## src/rtl/seq_chunk_adder_if.sv

```systemverilog
// Handshake bundle for seq_chunk_adder: operand side (in_*) and result side (out_*).
interface seq_chunk_adder_if #(
  parameter int WIDTH = 16
) ();
  logic             in_valid;
  logic             in_ready;
  logic [WIDTH-1:0] a;
  logic [WIDTH-1:0] b;
  logic             cin;
  logic             out_valid;
  logic             out_ready;
  logic [WIDTH-1:0] sum;
  logic             cout;
  logic             ovf;

  modport master (
    output in_valid, a, b, cin, out_ready,
    input  in_ready, out_valid, sum, cout, ovf
  );

  modport slave (
    input  in_valid, a, b, cin, out_ready,
    output in_ready, out_valid, sum, cout, ovf
  );
endinterface

```

## src/rtl/seq_chunk_adder.sv

```systemverilog
// Multi-cycle A + B + cin adder that works CHUNK bits per clock, with valid/ready
// handshakes on both sides and registered sum, carry-out and signed overflow.
module seq_chunk_adder #(
  parameter int WIDTH = 16,
  parameter int CHUNK = 4
) (
  input logic              clk,
  input logic              rst,
  seq_chunk_adder_if.slave bus
);
  localparam int NCHUNK = WIDTH / CHUNK;
  localparam int CW     = (NCHUNK > 1) ? $clog2(NCHUNK) : 1;

  localparam logic [1:0]    S_IDLE   = 2'd0;
  localparam logic [1:0]    S_RUN    = 2'd1;
  localparam logic [1:0]    S_DONE   = 2'd2;
  localparam logic [CW-1:0] CNT_LAST = CW'(NCHUNK - 1);

  logic [1:0]       state_r;
  logic [WIDTH-1:0] a_sh_r;
  logic [WIDTH-1:0] b_sh_r;
  logic [WIDTH-1:0] sum_sh_r;
  logic [WIDTH-1:0] sum_r;
  logic [CW-1:0]    cnt_r;
  logic             carry_r;
  logic             amsb_r;
  logic             bmsb_r;
  logic             cout_r;
  logic             ovf_r;
  logic             out_valid_r;

  logic [CHUNK:0]   slice_s;
  logic [WIDTH-1:0] sum_next_s;
  logic             last_s;
  logic             in_ready_s;

  // Slice adder; the new slice enters the result shift register from the top
  always_comb begin
    slice_s    = {1'b0, a_sh_r[CHUNK-1:0]} + {1'b0, b_sh_r[CHUNK-1:0]}
               + {{CHUNK{1'b0}}, carry_r};
    sum_next_s = WIDTH'({slice_s[CHUNK-1:0], sum_sh_r} >> CHUNK);
    last_s     = (cnt_r == CNT_LAST);
  end

  // Operands are taken only in IDLE and never while reset is asserted
  always_comb begin
    if (rst) begin
      in_ready_s = 1'b0;
    end else if (state_r == S_IDLE) begin
      in_ready_s = 1'b1;
    end else begin
      in_ready_s = 1'b0;
    end
  end

  // Control FSM with operand, carry and result registers
  always_ff @(posedge clk or posedge rst) begin
    if (rst) begin
      state_r     <= S_IDLE;
      a_sh_r      <= '0;
      b_sh_r      <= '0;
      sum_sh_r    <= '0;
      sum_r       <= '0;
      cnt_r       <= '0;
      carry_r     <= 1'b0;
      amsb_r      <= 1'b0;
      bmsb_r      <= 1'b0;
      cout_r      <= 1'b0;
      ovf_r       <= 1'b0;
      out_valid_r <= 1'b0;
    end else begin
      case (state_r)
        S_IDLE: begin
          if (bus.in_valid) begin
            a_sh_r  <= bus.a;
            b_sh_r  <= bus.b;
            carry_r <= bus.cin;
            amsb_r  <= bus.a[WIDTH-1];
            bmsb_r  <= bus.b[WIDTH-1];
            cnt_r   <= '0;
            state_r <= S_RUN;
          end
        end
        S_RUN: begin
          a_sh_r   <= a_sh_r >> CHUNK;
          b_sh_r   <= b_sh_r >> CHUNK;
          sum_sh_r <= sum_next_s;
          carry_r  <= slice_s[CHUNK];
          if (last_s) begin
            // Signed overflow is judged on the MSB of the final slice
            sum_r       <= sum_next_s;
            cout_r      <= slice_s[CHUNK];
            ovf_r       <= (amsb_r == bmsb_r) && (slice_s[CHUNK-1] != amsb_r);
            out_valid_r <= 1'b1;
            cnt_r       <= '0;
            state_r     <= S_DONE;
          end else begin
            cnt_r <= cnt_r + CW'(1);
          end
        end
        S_DONE: begin
          if (bus.out_ready) begin
            out_valid_r <= 1'b0;
            state_r     <= S_IDLE;
          end
        end
        default: begin
          out_valid_r <= 1'b0;
          state_r     <= S_IDLE;
        end
      endcase
    end
  end

  assign bus.in_ready  = in_ready_s;
  assign bus.out_valid = out_valid_r;
  assign bus.sum       = sum_r;
  assign bus.cout      = cout_r;
  assign bus.ovf       = ovf_r;
endmodule

```

## src/flat_wrapper.sv

```systemverilog
// flat-port wrapper written by rule: the top's interface ports become plain ports
module seq_chunk_adder_flat 
#(
  parameter int WIDTH = 16,
  parameter int CHUNK = 4
)
  (clk, rst, bus_in_valid, bus_a, bus_b, bus_cin, bus_out_ready, bus_in_ready, bus_out_valid, bus_sum, bus_cout, bus_ovf);
  seq_chunk_adder_if #(.WIDTH(WIDTH)) bus_i ();
  input logic clk;
  input logic rst;
  input wire logic [$bits(bus_i.in_valid)-1:0] bus_in_valid;
  input wire logic [$bits(bus_i.a)-1:0] bus_a;
  input wire logic [$bits(bus_i.b)-1:0] bus_b;
  input wire logic [$bits(bus_i.cin)-1:0] bus_cin;
  input wire logic [$bits(bus_i.out_ready)-1:0] bus_out_ready;
  output wire logic [$bits(bus_i.in_ready)-1:0] bus_in_ready;
  output wire logic [$bits(bus_i.out_valid)-1:0] bus_out_valid;
  output wire logic [$bits(bus_i.sum)-1:0] bus_sum;
  output wire logic [$bits(bus_i.cout)-1:0] bus_cout;
  output wire logic [$bits(bus_i.ovf)-1:0] bus_ovf;
  assign bus_i.in_valid = bus_in_valid;
  assign bus_i.a = bus_a;
  assign bus_i.b = bus_b;
  assign bus_i.cin = bus_cin;
  assign bus_i.out_ready = bus_out_ready;
  assign bus_in_ready = bus_i.in_ready;
  assign bus_out_valid = bus_i.out_valid;
  assign bus_sum = bus_i.sum;
  assign bus_cout = bus_i.cout;
  assign bus_ovf = bus_i.ovf;
  seq_chunk_adder #(.WIDTH(WIDTH), .CHUNK(CHUNK)) u_core (.clk(clk), .rst(rst), .bus(bus_i));
endmodule
```

## config.mk

```make
export PLATFORM = sky130hd
export DESIGN_NAME = seq_chunk_adder_flat
export DESIGN_NICKNAME = d
export VERILOG_FILES = /design/src/rtl/seq_chunk_adder_if.sv /design/src/rtl/seq_chunk_adder.sv /design/src/flat_wrapper.sv
export SDC_FILE = /design/constraint.sdc
export NUM_CORES = 1
export LEC_CHECK = 0
export CORE_MARGIN = 3
export CORE_UTILIZATION = 35
export CTS_CLUSTER_SIZE = 10
export DETAILED_ROUTE_END_ITERATION = 8
export MAX_ROUTING_LAYER = met4
export PLACE_DENSITY = 0.61
export SYNTH_ARGS = -nofsm -noshare
export SYNTH_HDL_FRONTEND = slang
export SYNTH_SLANG_ARGS = --single-unit
```

## constraint.sdc

```tcl
create_clock -name clk -period 6.9 [get_ports clk]
set_clock_uncertainty 0.1 [all_clocks]
set_input_delay 1.38 -clock clk [delete_from_list [all_inputs] [get_ports clk]]
set_output_delay 1.38 -clock clk [all_outputs]
set_load 0.1 [all_outputs]
```

==> run metrics, run 1 <==
outcome=completed; IO buf count=56; post-synthesis cell type count=33; #FFs+latches synth=70; Vias/cell=4.71; CTS tree=done; GP Congestion=0.735; worst r2r path cells=4; maxcap violations=0; Synth Instances=281; startpoint types=input port; post-synthesis adder-cell area fraction=0.0294; Chip Height=99.6 um; delay of the slowest critical-path stage=1160 ps; Synth area leader=dfrtp_1; post-route clock period utilization=0.667; Finished Cell Area=3910 sq um; XOR/XNOR Fraction of Synth Area=0.00286; WL/cell=13.5 um; Post-Synth Simple-Gate Area=0.118; combinational family with the most area after synthesis=multiplexers; ANT cells=0; Initial Util=0.368; Mean Syn Cell Area=10.9 sq um; vias in the first global route=2152; largest net degree at the start of global routing=71; mapped cell area=3070 sq um; Placed Instance Area=3700 sq um; cts repair resizes=0; CP cell instances=clkdlybuf4s50_1 > nor3_1 > clkdlybuf4s50_1; Setup violations, final=0; GR Util All Layers=0.138; r2r setup slk=4680 ps; Slew Limit Fails=0; Post-Synthesis Net Count=324; antenna violations before repair=0; Worst Path Arrival=3120 ps; sequential share of the synthesized area=0.571; H-Tree Depth=3; first-pass GRT wire length=10.5 mm; Core ar.=8340 sq um; critical path buffer and inverter count=2; I/O pin cnt=57; Post-DRT Antenna Nets=0; Total Nets Final=377; Leak=1.77 nW; Worst path top cell family by delay=buffers and inverters; Num CTS Buffers=9; Setup TNS=0 ps; CTS max path bufs=2; number of hold buffers added after cts=0; Synth warnings=0; complex-gate fraction of the synthesized area=0.100; worst slew pin tran=1060 ps; RSZ-0062 raised after global routing=no; PwrDens=532 nW/um^2; Hold Path Depth=2; Area Growth Syn to Fin=27.7%; total number of vias=2091; row count=33; slowest CP cell=clkdlybuf4s50_1; drt pass-1 iters=4; top cells by area, synth=dfrtp_1 (57%), nand2_1 (9.3%), mux2i_1 (7.2%); share of layout cells above drive strength 1=0.118; crit path kind=in2out; grt total ovfl=0; asr flop ratio synth=1.00; worst-path fanout max=2; post-synthesis mux area share=0.140; DRC viols=0; top cells by count, synth=nand2_1 (76), dfrtp_1 (70), o21ai_0 (24), mux2i_1 (22), o21ai_1 (16); Post-CTS Setup Repair Bufs=0; Max VDD drop=0.000204 V; final hold vios=0; insertion delay of the later-clocked pin in the worst-skew pair=330 ps; Die ar.=9920 sq um; relative slew slack=0.295; CTS clk-pin slew, worst paths=70 ps; final wirelength=5.99 mm; CTS Sinks=70; Die Width=99.6 um; most frequent CP cell=clkdlybuf4s50_1; post-synth top area share=0.571; initial detailed-routing violation count=113; Root Driver=clkbuf_8; worst min-delay path class=reg2reg; post-layout min period=4600 ps; dpl hpwl=3.88 mm; most frequent cell after synthesis=nand2_1; endpoint class of the critical path=primary output; Crit. path cell count=3; Post-synth EDFFs=0; top_reg_cell synth=dfrtp_1; Highest Clock Rate=0.217 GHz; Critical Path RT=5420 ps
==> final cells by class <==
class,instances,area [sq um]
Multi-Input combinational cell,188,1210
Inverter,6,22.5
Clock buffer,12,145
Timing Repair Buffer,59,583
Sequential cell,70,1750
Clock inverter,4,70.1
Fill cell,789,4430
Tap cell,105,131
==> power by group <==
part / switching (W) / internal, W
combinational: 0.000702 / 0.000332
sequential: 0.000106 / 0.000586
clock: 0.000146 / 0.000213
==> cells in the final DEF (no fill, tap or decap), types with 2 or more instances in the layout <==
cell / netlist / final
clkdlybuf4s50_1: 0 / 56
a22o_1: 2 / 2
nand2_1: 76 / 76
clkbuf_8: 0 / 10
o21ai_1: 16 / 16
fa_1: 2 / 2
a21oi_1: 7 / 7
inv_1: 6 / 5
ha_1: 4 / 4
buf_4: 3 / 3
bufinv_16: 0 / 2
o21ai_0: 24 / 24
mux2i_1: 22 / 22
dfrtp_1: 70 / 70
clkbuf_1: 9 / 2
clkinv_2: 0 / 2
mux2_2: 4 / 4
mux2_4: 11 / 11
nor2_1: 4 / 4
==> cell families (layout without fill, tap and decap cells) <==
logic type	after synthesis	count (layout)
AOI/OAI and AO/OA	55	55
muxes	37	37
buffers and inverters	23	81
adders and majority gates	6	6
and+or+nand+nor	89	89
xor gates and xnor gates	1	1
DFF	70	70
==> per-layer routing <==
layer,track usage,vias to the layer above,share of wire
li1,-,1050,-
met1,0.178,985,0.47
met2,0.207,54,0.47
met3,0.0491,2,0.051
met4,0.0347,0,0.0045
met5,-,-,0
==> metrics by stage <==
stage          power, W  setup WS, ps   util  cells  hold WS, ps
2_1_floorplan   0.00151          2010      -    281          346
3_3_place_gp    0.00173          2310  0.443    428          359
3_5_place_dp    0.00175          2290  0.443    428          363
4_1_cts         0.00212          2290  0.469    444          381
5_1_grt         0.00224          2260  0.469    444          413
6_report        0.00208          2300  0.469    444          374
==> registers in the layout, summed over array words and instances, names as in the netlist, 2 cells and up <==
register and count:
u_core.sum_sh_r 12, u_core.a_sh_r 16, u_core.b_sh_r 16, u_core.state_r 2, u_core.cnt_r 2, u_core.bus.sum 16
==> worst paths after layout <==
kind	startpoint	end
worst max-delay path	rst	bus_in_ready
max in group asynchronous	rst	u_core.bmsb_r
worst max register to register	u_core.state_r[0]	u_core.bus.sum[8]
min in group asynchronous	rst	u_core.state_r[1]
worst min-delay path	u_core.sum_sh_r[7]	u_core.sum_sh_r[7]
worst min register to register	u_core.sum_sh_r[7]	u_core.sum_sh_r[7]
==> worst register-to-register path: stages (launching register included) <==
cell     delay, ps
dfrtp_1        440
nor2b_4        170
buf_4          470
nand2_2        500
mux2_4         430
No activity file was read; power rests on OpenSTA's default activity.
==> inputs of run 2 (changes only) <==
- clock period: 6.9 -> 4.8 ns (I/O delays scaled with it)
==> run metrics, run 2 (synthesis gave the netlist of run 1 again) <==
outcome=completed (unchanged); total number of vias=2098 (was 2091); ANT cells=0 (unchanged); Die ar.=9920 sq um (unchanged); crit path kind=reg2out (was in2out); Initial Util=0.368 (unchanged); Setup violations, final=0 (unchanged); share of layout cells above drive strength 1=0.119 (was 0.118); Die Width=99.6 um (unchanged); critical path buffer and inverter count=1 (was 2); worst min-delay path class=reg2reg (unchanged); post-layout min period=2930 ps; Total Nets Final=377 (unchanged); I/O pin cnt=57 (unchanged); cts repair resizes=0 (unchanged); slowest CP cell=clkdlybuf4s50_1 (unchanged); Max VDD drop=0.000285 V (was 0.000204 V); Core ar.=8340 sq um (unchanged); worst-path fanout max=2 (unchanged); CTS tree=done (unchanged); relative slew slack=0.287 (was 0.295); Worst Path Arrival=1870 ps (was 3120 ps); Num CTS Buffers=9 (unchanged); grt total ovfl=0 (unchanged); fin cells=441 (was 444); Chip Height=99.6 um (unchanged); CTS clk-pin slew, worst paths=70 ps (about the same); RSZ-0062 raised after global routing=no (unchanged); drt pass-1 iters=4 (unchanged); row count=33 (unchanged); PwrDens=749 nW/um^2 (was 532 nW/um^2); Area Growth Syn to Fin=25.8% (was 27.7%); number of hold buffers added after cts=0 (unchanged); WL/cell=13.5 um (about the same); Post-DRT Antenna Nets=0 (unchanged); CTS max path bufs=2 (unchanged); IO buf count=56 (unchanged); initial detailed-routing violation count=110 (was 113); delay of the slowest critical-path stage=1140 ps (was 1160 ps); Setup TNS=0 ps (unchanged); endpoint class of the critical path=primary output (unchanged); insertion delay of the later-clocked pin in the worst-skew pair=340 ps (was 330 ps); CP cell instances=clkdlybuf4s50_1 (was clkdlybuf4s50_1 > nor3_1 > clkdlybuf4s50_1); Leak=1.75 nW (was 1.77 nW); commonest non-fill, non-tap cells in the layout=nand2_1 (76), dfrtp_1 (70), clkdlybuf4s50_1 (55) (was nand2_1 (76), dfrtp_1 (70), clkdlybuf4s50_1 (56)); startpoint types=register (was input port); # fillers=787 (was 789); Critical Path RT=3740 ps (was 5420 ps); Slew Limit Fails=0 (unchanged); worst slew pin tran=1070 ps (was 1060 ps); final hold vios=0 (unchanged); power after layout=0.00289 W (was 0.00208 W); dpl cells=428 (unchanged); Root Driver=clkbuf_8 (unchanged); GR Util All Layers=0.134 (was 0.138); Highest Clock Rate=0.342 GHz; first-pass GRT wire length=10.2 mm (was 10.5 mm); post-route clock period utilization=0.609; H-Tree Depth=3 (unchanged); final wirelength=5.97 mm (was 5.99 mm); largest net degree at the start of global routing=63 (was 71); Post-CTS Setup Repair Bufs=0 (unchanged); antenna violations before repair=0 (unchanged); r2r setup slk=2550 ps (was 4680 ps); dpl hpwl=3.91 mm (was 3.88 mm); commonest non-fill, non-tap cell in the layout=nand2_1 (unchanged); Final Util=0.462 (was 0.469); CTS Sinks=70 (unchanged); GP Congestion=0.746 (was 0.735); DRC viols=0 (unchanged); Worst path top cell family by delay=buffers and inverters (unchanged); Vias/cell=4.76 (was 4.71); maxcap violations=0 (unchanged); vias in the first global route=2105 (was 2152)
## run 2: cell type report
class / count / area (sq um) / share of cell area
Sequential cell: 70 / 1750 / 0.454
Multi-Input combinational cell: 188 / 1210 / 0.314
Timing Repair Buffer: 59 / 581 / 0.151
Clock buffer: 11 / 151 / 0.0392
Tap cell: 105 / 131 / 0.0341
Inverter: 6 / 22.5 / 0.00584
Clock inverter: 2 / 10.0 / 0.00259
## run 2: metal layers
| layer | routed length, um | up-vias | GRT usage |
|---|---|---|---|
| met5 | 0 | - | - |
| met4 | 27 | 0 | 0.0378 |
| li1 | - | 1048 | - |
| met1 | 3000 | 996 | 0.176 |
| met3 | 295 | 3 | 0.0498 |
| met2 | 2650 | 51 | 0.197 |
## run 2: worst paths after layout
| check | from | end | cells past startpoint |
|---|---|---|---|
| min in group asynchronous | rst | u_core.sum_sh_r[7] | 2 |
| max in group asynchronous | rst | u_core.a_sh_r[1] | 3 |
| worst max-delay path | u_core.bus.cout | bus_cout | 1 |
| worst max register to register | u_core.state_r[0] | u_core.bus.sum[9] | 4 |
| worst min-delay path | u_core.sum_sh_r[7] | u_core.sum_sh_r[7] | 2 |
| worst min register to register | u_core.sum_sh_r[7] | u_core.sum_sh_r[7] | 2 |
## run 2: metrics by stage
stage / area [sq um] / hold WS (ps) / setup slack, ps
after floorplan: 3070 / 346 / 753
after global placement: 3700 / 360 / 1900
after detailed placement: 3700 / 363 / 1880
after CTS: 3860 / 381 / 1850
after global routing: 3860 / 413 / 1820
final: 3860 / 373 / 1870
## run 2: power breakdown
part	leakage (nW)	internal [W]	switching, W
logic	0.767	0.000476	0.00101
registers	0.896	0.000842	0.000158
clock network	0.0869	0.000205	0.000202
